`src/rtl/fir_sched_pkg.sv`:
```
// fir_sched_pkg: shared state encoding, width defaults and channel ids for fir_sched
package fir_sched_pkg;
  typedef enum logic [2:0] {IDLE, WR_L, WR_R, CLR_L, WAIT_L, CLR_R, WAIT_R, OUT} state_t;
  localparam int DEF_ADDR_W = 7;
  localparam int DEF_DATA_W = 16;
  localparam logic CHAN_L = 1'b0;
  localparam logic CHAN_R = 1'b1;
endpackage

```
`src/rtl/fir_sched.sv`:
```
// fir_sched: shares one fir_filter MAC between left/right channels per stereo sample
// FIR_SCHED_BYPASS_EN adds a bypass input that skips filtering and returns raw samples.
module fir_sched
  import fir_sched_pkg::*;
#(
  parameter int ADDR_W = DEF_ADDR_W,
  parameter int DATA_W = DEF_DATA_W,
  parameter int LAST_ADDR = 127,
  parameter int DONE_GUARD = 2
) (
  input  logic              clk,
  input  logic              reset,
  input  logic              sample_valid,
  input  logic [DATA_W-1:0] sample_left,
  input  logic [DATA_W-1:0] sample_right,
  output logic              sample_ready,
  output logic              buf_wr_en,
  output logic              buf_wr_chan,
  output logic [ADDR_W-1:0] buf_wr_addr,
  output logic [DATA_W-1:0] buf_wr_data,
  output logic              fir_reset,
  output logic              fir_chan,
  output logic [ADDR_W-1:0] fir_start_addr,
  output logic [ADDR_W-1:0] fir_last_addr,
  input  logic              fir_done,
  input  logic [DATA_W-1:0] fir_result,
`ifdef FIR_SCHED_BYPASS_EN
  input  logic              bypass,
`endif
  output logic              out_valid,
  output logic [DATA_W-1:0] out_left,
  output logic [DATA_W-1:0] out_right,
  output logic              busy,
  output logic              overrun
);
  localparam int GW = DONE_GUARD > 1 ? $clog2(DONE_GUARD + 1) : 1;
  state_t state, state_n;
  logic [ADDR_W-1:0] wptr;
  logic [GW-1:0] guard;
  logic [DATA_W-1:0] in_l, in_r;
  logic skip, hit;
`ifdef FIR_SCHED_BYPASS_EN
  logic byp_r;
  assign skip = byp_r;
`else
  assign skip = 1'b0;
`endif
  assign hit = fir_done && guard == '0;
  always_comb begin
    state_n = state;
    unique case (state)
      IDLE:    state_n = sample_valid ? WR_L : IDLE;
      WR_L:    state_n = WR_R;
      WR_R:    state_n = skip ? OUT : CLR_L;
      CLR_L:   state_n = WAIT_L;
      WAIT_L:  state_n = hit ? CLR_R : WAIT_L;
      CLR_R:   state_n = WAIT_R;
      WAIT_R:  state_n = hit ? OUT : WAIT_R;
      OUT:     state_n = IDLE;
      default: state_n = IDLE;
    endcase
  end
  assign sample_ready   = state == IDLE;
  assign busy           = state != IDLE;
  assign buf_wr_en      = state == WR_L || state == WR_R;
  assign buf_wr_chan    = state == WR_R ? CHAN_R : CHAN_L;
  assign buf_wr_addr    = wptr;
  assign buf_wr_data    = state == WR_R ? in_r : in_l;
  assign fir_reset      = !(state == WAIT_L || state == WAIT_R);
  assign fir_chan       = (state == CLR_R || state == WAIT_R) ? CHAN_R : CHAN_L;
  assign fir_start_addr = wptr;
  assign fir_last_addr  = ADDR_W'(LAST_ADDR);
  assign out_valid      = state == OUT;
  always_ff @(posedge clk or posedge reset) begin
    if (reset) begin
      state     <= IDLE;
      wptr      <= '0;
      guard     <= '0;
      in_l      <= '0;
      in_r      <= '0;
      out_left  <= '0;
      out_right <= '0;
      overrun   <= 1'b0;
`ifdef FIR_SCHED_BYPASS_EN
      byp_r     <= 1'b0;
`endif
    end else begin
      state <= state_n;
      if (state == IDLE && sample_valid) begin
        in_l <= sample_left;
        in_r <= sample_right;
`ifdef FIR_SCHED_BYPASS_EN
        byp_r <= bypass;
`endif
      end
      if (state != IDLE && sample_valid) overrun <= 1'b1;
      // wptr advancing here leaves it pointing at the oldest sample for the filter run
      if (state == WR_R) wptr <= wptr == ADDR_W'(LAST_ADDR) ? '0 : wptr + ADDR_W'(1);
      if (state == CLR_L || state == CLR_R) guard <= GW'(DONE_GUARD);
      else if (guard != '0) guard <= guard - GW'(1);
      if (state == WAIT_L && hit) out_left <= fir_result;
      if (state == WAIT_R && hit) out_right <= fir_result;
      if (state == WR_R && skip) begin
        out_left  <= in_l;
        out_right <= in_r;
      end
    end
  end
endmodule

```
`config.mk`:
```
export PLATFORM = sky130hd
export DESIGN_NAME = fir_sched
export DESIGN_NICKNAME = d
export VERILOG_FILES = /design/src/rtl/fir_sched_pkg.sv /design/src/rtl/fir_sched.sv
export SDC_FILE = /design/constraint.sdc
export NUM_CORES = 1
export LEC_CHECK = 0
export CAP_MARGIN = 30
export CORE_AREA = 5 5 101 103
export CTS_CLUSTER_DIAMETER = 50
export DETAILED_ROUTE_END_ITERATION = 12
export DIE_AREA = 0 0 106 108
export GPL_ROUTABILITY_DRIVEN = 0
export HOLD_SLACK_MARGIN = 0.05
export PLACE_DENSITY = 0.74
export SETUP_SLACK_MARGIN = 0.15
export SYNTH_ARGS = -nofsm -noshare
export SYNTH_HDL_FRONTEND = slang
export SYNTH_SLANG_ARGS = --single-unit
export TNS_END_PERCENT = 30
```
`constraint.sdc`:
```
create_clock -name clk -period 2.44 [get_ports clk]
set_input_delay 0.366 -clock clk [delete_from_list [all_inputs] [get_ports clk]]
set_output_delay 0.366 -clock clk [all_outputs]
set_load 0.005 [all_outputs]
```
## Yosys cells after proc, flatten, opt, wreduce, memory -nomap -nowiden

Index checks and enable logic that the tools add are counted.

- Word-level logic and storage cells: 43
- Bits in registers: 77

- Equality and inequality tests: 8
- Add/subtract/negate cells: 2
- Multiplexer cells: 10
- Reduce and logical (&&, ||, !) cells: 15

Operators with widths:

| cell | count |
|---|---|
| case mux 3 bit (8 select lines) | 1 |
| two-way mux 16 bit | 1 |
| equality test 3 bit, second input constant | 4 |
| adder 7 x 1 -> 7 bit, second input constant | 1 |
| equality test 7 bit, second input constant | 1 |
| two-way mux 7 bit | 1 |
| equality test 3 x 2 -> 1 bit, second input constant | 2 |
| logical AND 1 bit | 5 |
| two-way mux 1 bit | 5 |
| logical OR 1 bit | 4 |
| two-way mux 2 bit | 2 |
| nonzero test 2 bit | 2 |
| equality test 3 x 1 -> 1 bit, second input constant | 1 |
| logical NOT 3 bit | 1 |
| nonzero test 3 bit | 1 |
| logical NOT 2 bit | 1 |
| subtractor 2 x 1 -> 2 bit, second input constant | 1 |
| logical NOT 1 bit | 1 |

## Logic depth before layout (Yosys ltp)

Gate-level depths: netlist of the first run.

- Depth in word-level cells: 4
- Depth in mapped cells: 7
- Gate-level depth less buffers: 5

## Worst setup path after synthesis of the first run

OpenSTA, ideal clock, no wires.

- Kind: register to output
- From: register state[0]
- To: output buf_wr_data[10]
- Data required time: 2,074 ps
- Data arrival time: 1,497 ps
- Slack: 577 ps
- Stages on the path, launching flop included: 5
- Cells stage by stage: dfrtp_1 > buf_2 > nor3b_4 > buf_2 > mux2_2

- Word-level cells in the longest chain between the ends: 2

RTL lines:

| item | RTL line | RTL |
|---|---|---|
| from (decl) | fir_sched.sv:37 | `state_t state, state_n;` |
| from (signal assigned) | fir_sched.sv:88 | `state <= state_n;` |
| equality test 3 x 2 -> 1 bit | fir_sched.sv:68 | `assign buf_wr_data = state == WR_R ? in_r : in_l;` |
| two-way mux 16 bit | fir_sched.sv:68 |  |
| to (decl) | fir_sched.sv:20 | `output logic [DATA_W-1:0] buf_wr_data,` |

Every way passes these cells.

## Final worst setup path of the first run

- From: register state[0]
- To: output buf_wr_data[11]

The elaborated chain is that of the path after synthesis.

==> results.md, run 1 <==
- # IOs: between 100 and 150
- Vias in the first global route: roughly 2400
- Synth warnings: 0
- Initial core utilization: 0.392
- CP endpoint kind: primary output
- GRT Overall Usage: 0.133
- Sink Count: slightly below 80
- Area Overhead vs Synth: 39.8%
- FF+latch area: around 1900 um2
- Finish-stage setup viols: 0
- Fin Setup TNS: 0 ps
- Post-synthesis compound-gate area fraction: 0.0217
- Total Wirelength: roughly 7.5 mm
- DRC violations left: 0
- Antenna violations before repair: 0
- Placed Instance Area: about 4800 um2
- Post-Syn Area: between 3000 and 4000 um2
- Die Y: 108 um
- CTS Root Cell: clkbuf_8
- #FFs+latches synth: between 70 and 80
- H-tree levels: 3
- Most frequent cells in the layout: clkdlybuf4s50_1 (121), dfrtp_1 (77), mux2_2 (47), mux2_4 (34), clkbuf_8 (11)
- Final Hold Vio Count: 0
- Post-synthesis mux area share: 0.294
- Total gr overflow: 0
- Drt wl/cell: 16.0 um
- Die width: between 100 and 150 um
- Post-synthesis sequential area ratio: 0.540
- N_diodes: 0
- Footprint of the multi-input gates: roughly 1400 um2
- Synth Area in Adders: 0.00701
- Worst Setup Slack, final: between 100 and 150 ps
- Layout cells sized above 1: 0.320
- Postcts setup bufs: 0
- IR drop worst, VDD: ~0.53 mV
- Placeable Area: between 9000 and 10000 um2
- Data required, critical path: between 2000 and 2500 ps
- Synth Instances: between 200 and 250
- Estimated wirelength of the detail-placed design: between 5 and 6 mm
- FILL cells: roughly 770
- Maximum clock rate: 428 MHz
- Worst endpoint data arrival time: around 2000 ps
- Min Hold Slack: between 400 and 500 ps
- Commonest non-fill, non-tap cell in the layout: clkdlybuf4s50_1
- PwrDens: 1240 nW/um2
- Worst-skew pair later-pin latency: 330 ps
- RSZ-0062 raised after global routing: true
- Final Util: 0.548
- Cell area after layout: between 4000 and 5000 um2
- Cts hold-fix bufs: 0
- CP Launch Type: flip-flop
- Nets: 408
- CTS tree: built
- Avg Vias per Cell: between 4 and 5
- I/O Buffers: about 120
- Status: finished, final reports clean
- Die area: between 10000 and 15000 um2
- Placed Cells: 454
- # rows: 35
- Post-Synth XOR/XNOR Area: 0.0172
- Pre-CTS WS: 388 ps
- Min-delay worst type: in -> async
- Non-filler cells, final: between 400 and 500
- CTS buffer count: 9
- Largest net degree at the start of global routing: 78
- Clock Skews: just over 8 ps
- Starting DRC count in detailed routing: 33
- Largest family of logic cells by synthesized area: multiplexers
- Clock tree buffer depth: 2
- Tot Pwr: slightly above 6 mW
- Max_cap viols: 0
- Lkg Pwr: between 2 and 2.5 nW
- Global-route wire length before repair: approximately 12 mm
- Fin crit period: around 2300 ps
- Clock transition at path regs: roughly 80 ps
- ANT nets after route: 0
- Slew Limit Fails: 0
- Drt pass-1 iters: 4
- Period utilization: 0.957
- Worst-path fanout max: 17
- Post-Synthesis Mean Instance Area: roughly 15 um2
- Library cells used by synthesis: 37
- Critical path class: reg -> out
- Synth Area in Simple Gates: 0.0445
- Routed via count: approximately 2200
worst paths after layout:
kind | from | to | slack [ps] | cells after the start
worst max-delay path | state[0] | buf_wr_data[11] | 100 | 4
worst min-delay path | reset | out_left[1] | 480 | 3
worst max register to register | state[0] | in_l[8] | 450 | 6
worst min register to register | overrun | overrun | 490 | 1
max in group asynchronous | reset | buf_wr_addr[4] | 1620 | 3
min in group clk | overrun | overrun | 490 | 1
cells in the mapped netlist:
| master | instances | area share |
|---|---|---|
| a21o_2 | 1 | 0.0025 |
| a21oi_1 | 4 | 0.0056 |
| a221o_1 | 1 | 0.0028 |
| a31oi_1 | 1 | 0.0018 |
| a41oi_1 | 1 | 0.0025 |
| and2_1 | 1 | 0.0018 |
| and2_4 | 1 | 0.0025 |
| and3_1 | 3 | 0.0053 |
| and3_2 | 1 | 0.0021 |
| buf_12 | 4 | 0.022 |
| buf_2 | 4 | 0.0056 |
| buf_4 | 15 | 0.032 |
| buf_6 | 3 | 0.0095 |
| conb_1 | 1 | 0.0011 |
| dfrtp_1 | 77 | 0.54 |
| ha_1 | 2 | 0.0070 |
| inv_1 | 4 | 0.0042 |
| inv_2 | 1 | 0.0011 |
| mux2_2 | 47 | 0.15 |
| mux2_4 | 34 | 0.14 |
| mux2i_1 | 1 | 0.0028 |
| nand2_1 | 2 | 0.0021 |
| nand2b_1 | 1 | 0.0018 |
| nand3_1 | 3 | 0.0042 |
| nand3_4 | 1 | 0.0049 |
| nand4_1 | 2 | 0.0035 |
| nor2_1 | 1 | 0.0011 |
| nor2b_1 | 1 | 0.0018 |
| nor3b_2 | 1 | 0.0035 |
| nor3b_4 | 1 | 0.0053 |
| o21ai_0 | 2 | 0.0028 |
| o21bai_1 | 1 | 0.0021 |
| o22ai_1 | 1 | 0.0018 |
| or3_1 | 1 | 0.0018 |
| or3_4 | 1 | 0.0032 |
| xnor2_1 | 4 | 0.0098 |
| xor2_1 | 3 | 0.0074 |
power by group:
part | internal [mW] | switching [mW] | leakage (nW)
logic | 2.12 | 0.927 | 1.13
clock network | 0.425 | 0.464 | 0.0917
registers | 1.88 | 0.388 | 0.940
sequential cells by signal (all words and copies together) (netlist names):
name,flops
state,3
out_left,16
in_l,16
guard,2
out_right,16
in_r,16
overrun,1
buf_wr_addr,7
cell families after synthesis:
| group | after synthesis |
|---|---|
| AO/OA/AOI/OAI | 12 |
| other | 1 |
| AND/OR/NAND/NOR | 21 |
| XOR/XNOR | 7 |
| buffers and inverters | 31 |
| multiplexers | 82 |
| adder cells (fa/ha/maj) | 2 |
| flip-flops | 77 |
area by class of cell:
class	instances	share of cell area
inverter	5	0.00451
sequential	77	0.386
timing repair buffer	130	0.264
tap	111	0.0278
clock inverter	5	0.00677
multi-input combinational	131	0.280
clock buffer	11	0.0303
what timing repair did:
action	4_1_cts	5_1_grt
resized for setup	2	1
setup endpoints to repair	17	20
hold endpoints to repair	0	0
worst max-delay path, stage by stage, from the launching register on:
cell and delay, ps:
dfrtp_1 410, nor3b_4 230, buf_12 190, mux2_2 350, clkdlybuf4s50_1 460
per-layer routing:
layer | wire length, um | part of all wire | vias to the layer above | track usage
met3 | 547 | 0.073 | 7 | 0.0424
met2 | 3730 | 0.50 | 77 | 0.222
met5 | 0 | 0 | - | 0
met4 | 87 | 0.012 | 0 | 0.0472
li1 | - | - | 1033 | -
met1 | 3160 | 0.42 | 1125 | 0.164
Note: power is estimated with default switching activity, not from simulation.
==> run 2, diff against run 1 <==
CAP_MARGIN = 20   (was 30)
SKIP_LAST_GASP = 1   (was unset)
==> results of run 2 <==
Same layout as run 1: the final DEF is identical, and so are final timing and power.
==> run 3, diff against run 2 <==
ABC_AREA = 1   (was unset)
CORE_AREA = 5 5 100 102   (was 5 5 101 103)
DIE_AREA = 0 0 105 107   (was 0 0 106 108)
DONT_BUFFER_PORTS = 1   (was unset)
PLACE_DENSITY = unset   (was 0.74)
==> run 3 against run 2 <==
  * Count of clock-buffer cells in the layout shrank 2
  * Synthesized area is 3.0% lower
  * Flip-flop and latch count stayed put
  * Global-route usage rose by 1.4 points
  * Synthesized cell count up 76%
  * Highest routed layer unchanged
==> results.md, run 3 <==
- Layout cells sized above 1: 0.0765 (was 0.320)
- Routed via count: 2510 (was 2242)
- GRT Overall Usage: 0.148 (was 0.133)
- Post-synth EDFFs: 0 (unchanged)
- Synth Instances: 410 (was 233)
- PwrDens: 1280 nW/um2 (was 1240 nW/um2)
- Post-synth top cells: nand2_1 (170), dfrtp_1 (77), nand3_1 (39) (was dfrtp_1 (77), mux2_2 (47), mux2_4 (34))
- Max_cap viols: 0 (unchanged)
- Clock transition at path regs: 80 ps (about the same)
- Worst endpoint data arrival time: 1720 ps (was 1970 ps)
- Min-Delay Endpoint: in_r[12]
- Nets: 454 (was 408)
- Slew headroom: 0.508
- H-tree levels: 3 (unchanged)
- Period utilization: 0.854 (was 0.957)
- Starting DRC count in detailed routing: 150 (was 33)
- Estimated wirelength of the detail-placed design: 5.76 mm (was 5.46 mm)
- CP Launch Type: flip-flop (unchanged)
- Die Y: 107 um (was 108 um)
- Status: finished, final reports clean (unchanged)
- Post-Synthesis Mean Instance Area: 8.44 um2 (was 15.3 um2)
- CP endpoint kind: primary output (unchanged)
- Power Internal: 2.85 mW (was 4.42 mW)
- Avg Vias per Cell: 4.86 (was 4.77)
- Top cell type's share of synthesized area: 0.557 (was 0.540)
- CTS Root Cell: clkbuf_8 (unchanged)
- Post-synth top flop: dfrtp_1 (unchanged)
- Slew Limit Fails: 0 (unchanged)
- Largest net degree at the start of global routing: 46 (was 78)
- CTS buffer count: 9 (unchanged)
- Commonest non-fill, non-tap cell in the layout: nand2_1 (was clkdlybuf4s50_1)
- Total gr overflow: 0 (unchanged)
- FF-to-FF setup slack: 680 ps (was 450 ps)
- Min-delay worst type: in -> reg (was in -> async)
- Worst-path fanout max: 11 (was 17)
- Clock Skews: 14.1 ps (was 8.23 ps)
- Sw Share: 0.396 (was 0.287)
- N_diodes: 0 (unchanged)
- Clock tree buffer depth: 2 (unchanged)
- Final Util: 0.408 (was 0.548)
- Ys async rst share: 1.00 (unchanged)
- IR drop worst, VDD: 0.392 mV (was 0.527 mV)
- Die area: 11200 um2 (was 11400 um2)
- Switching pwr: 1.87 mW (was 1.78 mW)
- Clock Power Share: 0.206 (was 0.143)
- Tot Pwr: 4.71 mW (was 6.20 mW)
- Finish-stage setup viols: 0 (unchanged)
- CTS tree: built (unchanged)
- Hold Path Depth: 2
- Library cells used by synthesis: 25 (was 37)
- Data required, critical path: 2070 ps (about the same)
- # IOs: 129 (unchanged)
- Fin Setup TNS: 0 ps (unchanged)
- RSZ-0062 raised after global routing: false (was true)
- Die width: 105 um (was 106 um)
- Maximum clock rate: 480 MHz (was 428 MHz)
- Most frequent cells in the layout: nand2_1 (170), dfrtp_1 (77), nand3_1 (39), inv_1 (29), o21ai_0 (17) (was clkdlybuf4s50_1 (121), dfrtp_1 (77), mux2_2 (47), mux2_4 (34), clkbuf_8 (11))
- Final Hold Vio Count: 0 (unchanged)
- Antenna violations before repair: 0 (unchanged)
- Lkg Pwr: 1.93 nW (was 2.16 nW)
- DRC violations left: 0 (unchanged)
- Worst-skew pair later-pin latency: 340 ps (was 330 ps)
- Synth top area cells: dfrtp_1 (56%), nand2_1 (18%), nand3_1 (5.6%) (was dfrtp_1 (54%), mux2_2 (15%), mux2_4 (14%))
- Worst slew pin tran: ~740 ps
- ANT nets after route: 0 (unchanged)
- Initial core utilization: 0.384 (was 0.392)
- Synth warnings: 0 (unchanged)
- Postcts setup bufs: 0 (unchanged)
- Vias in the first global route: 2583 (was 2417)
- CP Launch Point: state[2] (was state[0])
- Comb power frac: 0.300 (was 0.491)
- Flop pwr share: 0.494 (was 0.365)
- Total Wirelength: 8.09 mm (was 7.53 mm)
- Placeable Area: 9020 um2 (was 9110 um2)
- Fin crit period: 2080 ps (was 2340 ps)
- Drt pass-1 iters: 4 (unchanged)
- Hold_sp: sample_right[12]
- Area Overhead vs Synth: 6.47% (was 39.8%)
- Reg2reg start: state[2] (was state[0])
- Critical path class: reg -> out (unchanged)
- R2r endpoint: out_right[4] (was in_l[8])
- # rows: 35 (unchanged)
- Post-Syn Area: 3460 um2 (was 3570 um2)
- I/O Buffers: 0 (was 121)
- #FFs+latches synth: 77 (unchanged)
- Biggest area consumer among synthesized cells: dfrtp_1 (unchanged)
- Post-synthesis sequential area ratio: 0.557 (was 0.540)
- Sink Count: 77 (unchanged)
- Global-route wire length before repair: 13.2 mm (was 12.2 mm)
- Top-count cell post-synth: nand2_1 (was dfrtp_1)
- Drt wl/cell: 15.7 um (was 16.0 um)
- Cells on worst reg2reg path: 6 (unchanged)
-- run 3: logic make-up (layout without fill, tap and decap cells) --
family / after synthesis / in the layout / share of synthesized area
other cells: 1 / 7 / 0.00108
buf+inv: 66 / 55 / 0.0965
fa+ha+maj: 2 / 2 / 0.00723
compound gates: 37 / 37 / 0.0658
flops: 77 / 77 / 0.557
xor+xnor: 2 / 2 / 0.00506
simple gates: 225 / 225 / 0.268
-- run 3: critical path, cell delays in order (launching register included) --
cell and delay [ps]:
dfrtp_1 470, inv_2 140, nand3_1 330, buf_4 320, nand2_1 70, nand2_1 70
-- run 3: cell type report --
cell class	instances	area, um2
Multi-Input combinational cell	273	1230
Clock buffer	9	124
Timing Repair Buffer	7	67.6
Inverter	32	124
Tap cell	111	139
Fill cell	916	5340
Clock inverter	7	73.8
Sequential cell	77	1930
-- run 3: power groups by stage --
stage	sequential, mW	combinational, mW	clock, mW
after floorplan	2.20	1.22	0
after global placement	2.35	1.38	0
after detailed placement	2.36	1.44	0
after CTS	2.34	1.44	1.01
after global routing	2.41	1.67	1.07
final	2.33	1.41	0.971
-- run 3: how the worst max path moves through the flow --
stage                            to  slack [ps]  cells after the start
CTS                  buf_wr_data[0]         260                      6
detailed placement   buf_wr_data[0]         660                      6
global route         buf_wr_data[1]         170                      5
floorplan           buf_wr_data[10]         950                      6
global placement     buf_wr_data[0]         660                      6
finish               buf_wr_data[6]         360                      5
-- run 3: stage by stage --
step	instances	hold slack (ps)	setup WS [ps]	instance area [um2]
floorplan	416	442	946	3490
global placement	499	387	665	3470
CTS	516	128	263	3680
global route	516	128	171	3680
detailed placement	499	397	657	3470
finish	516	159	355	3680
-- run 3: repair_timing --
item,4_1_cts,5_1_grt
hold endpoints to repair,32,0
gates resized for setup,0,1
hold buffers,1,0
endpoints found under the setup margin,0,3
-- run 3: metal layers --
metal / share of wire / wire (um) / track usage / vias to the layer above
met5: 0 / 0 / 0 / -
met4: 0.019 / 155 / 0.0639 / 0
met3: 0.077 / 623 / 0.0512 / 14
met2: 0.48 / 3910 / 0.234 / 93
met1: 0.42 / 3400 / 0.183 / 1165
li1: - / - / - / 1238
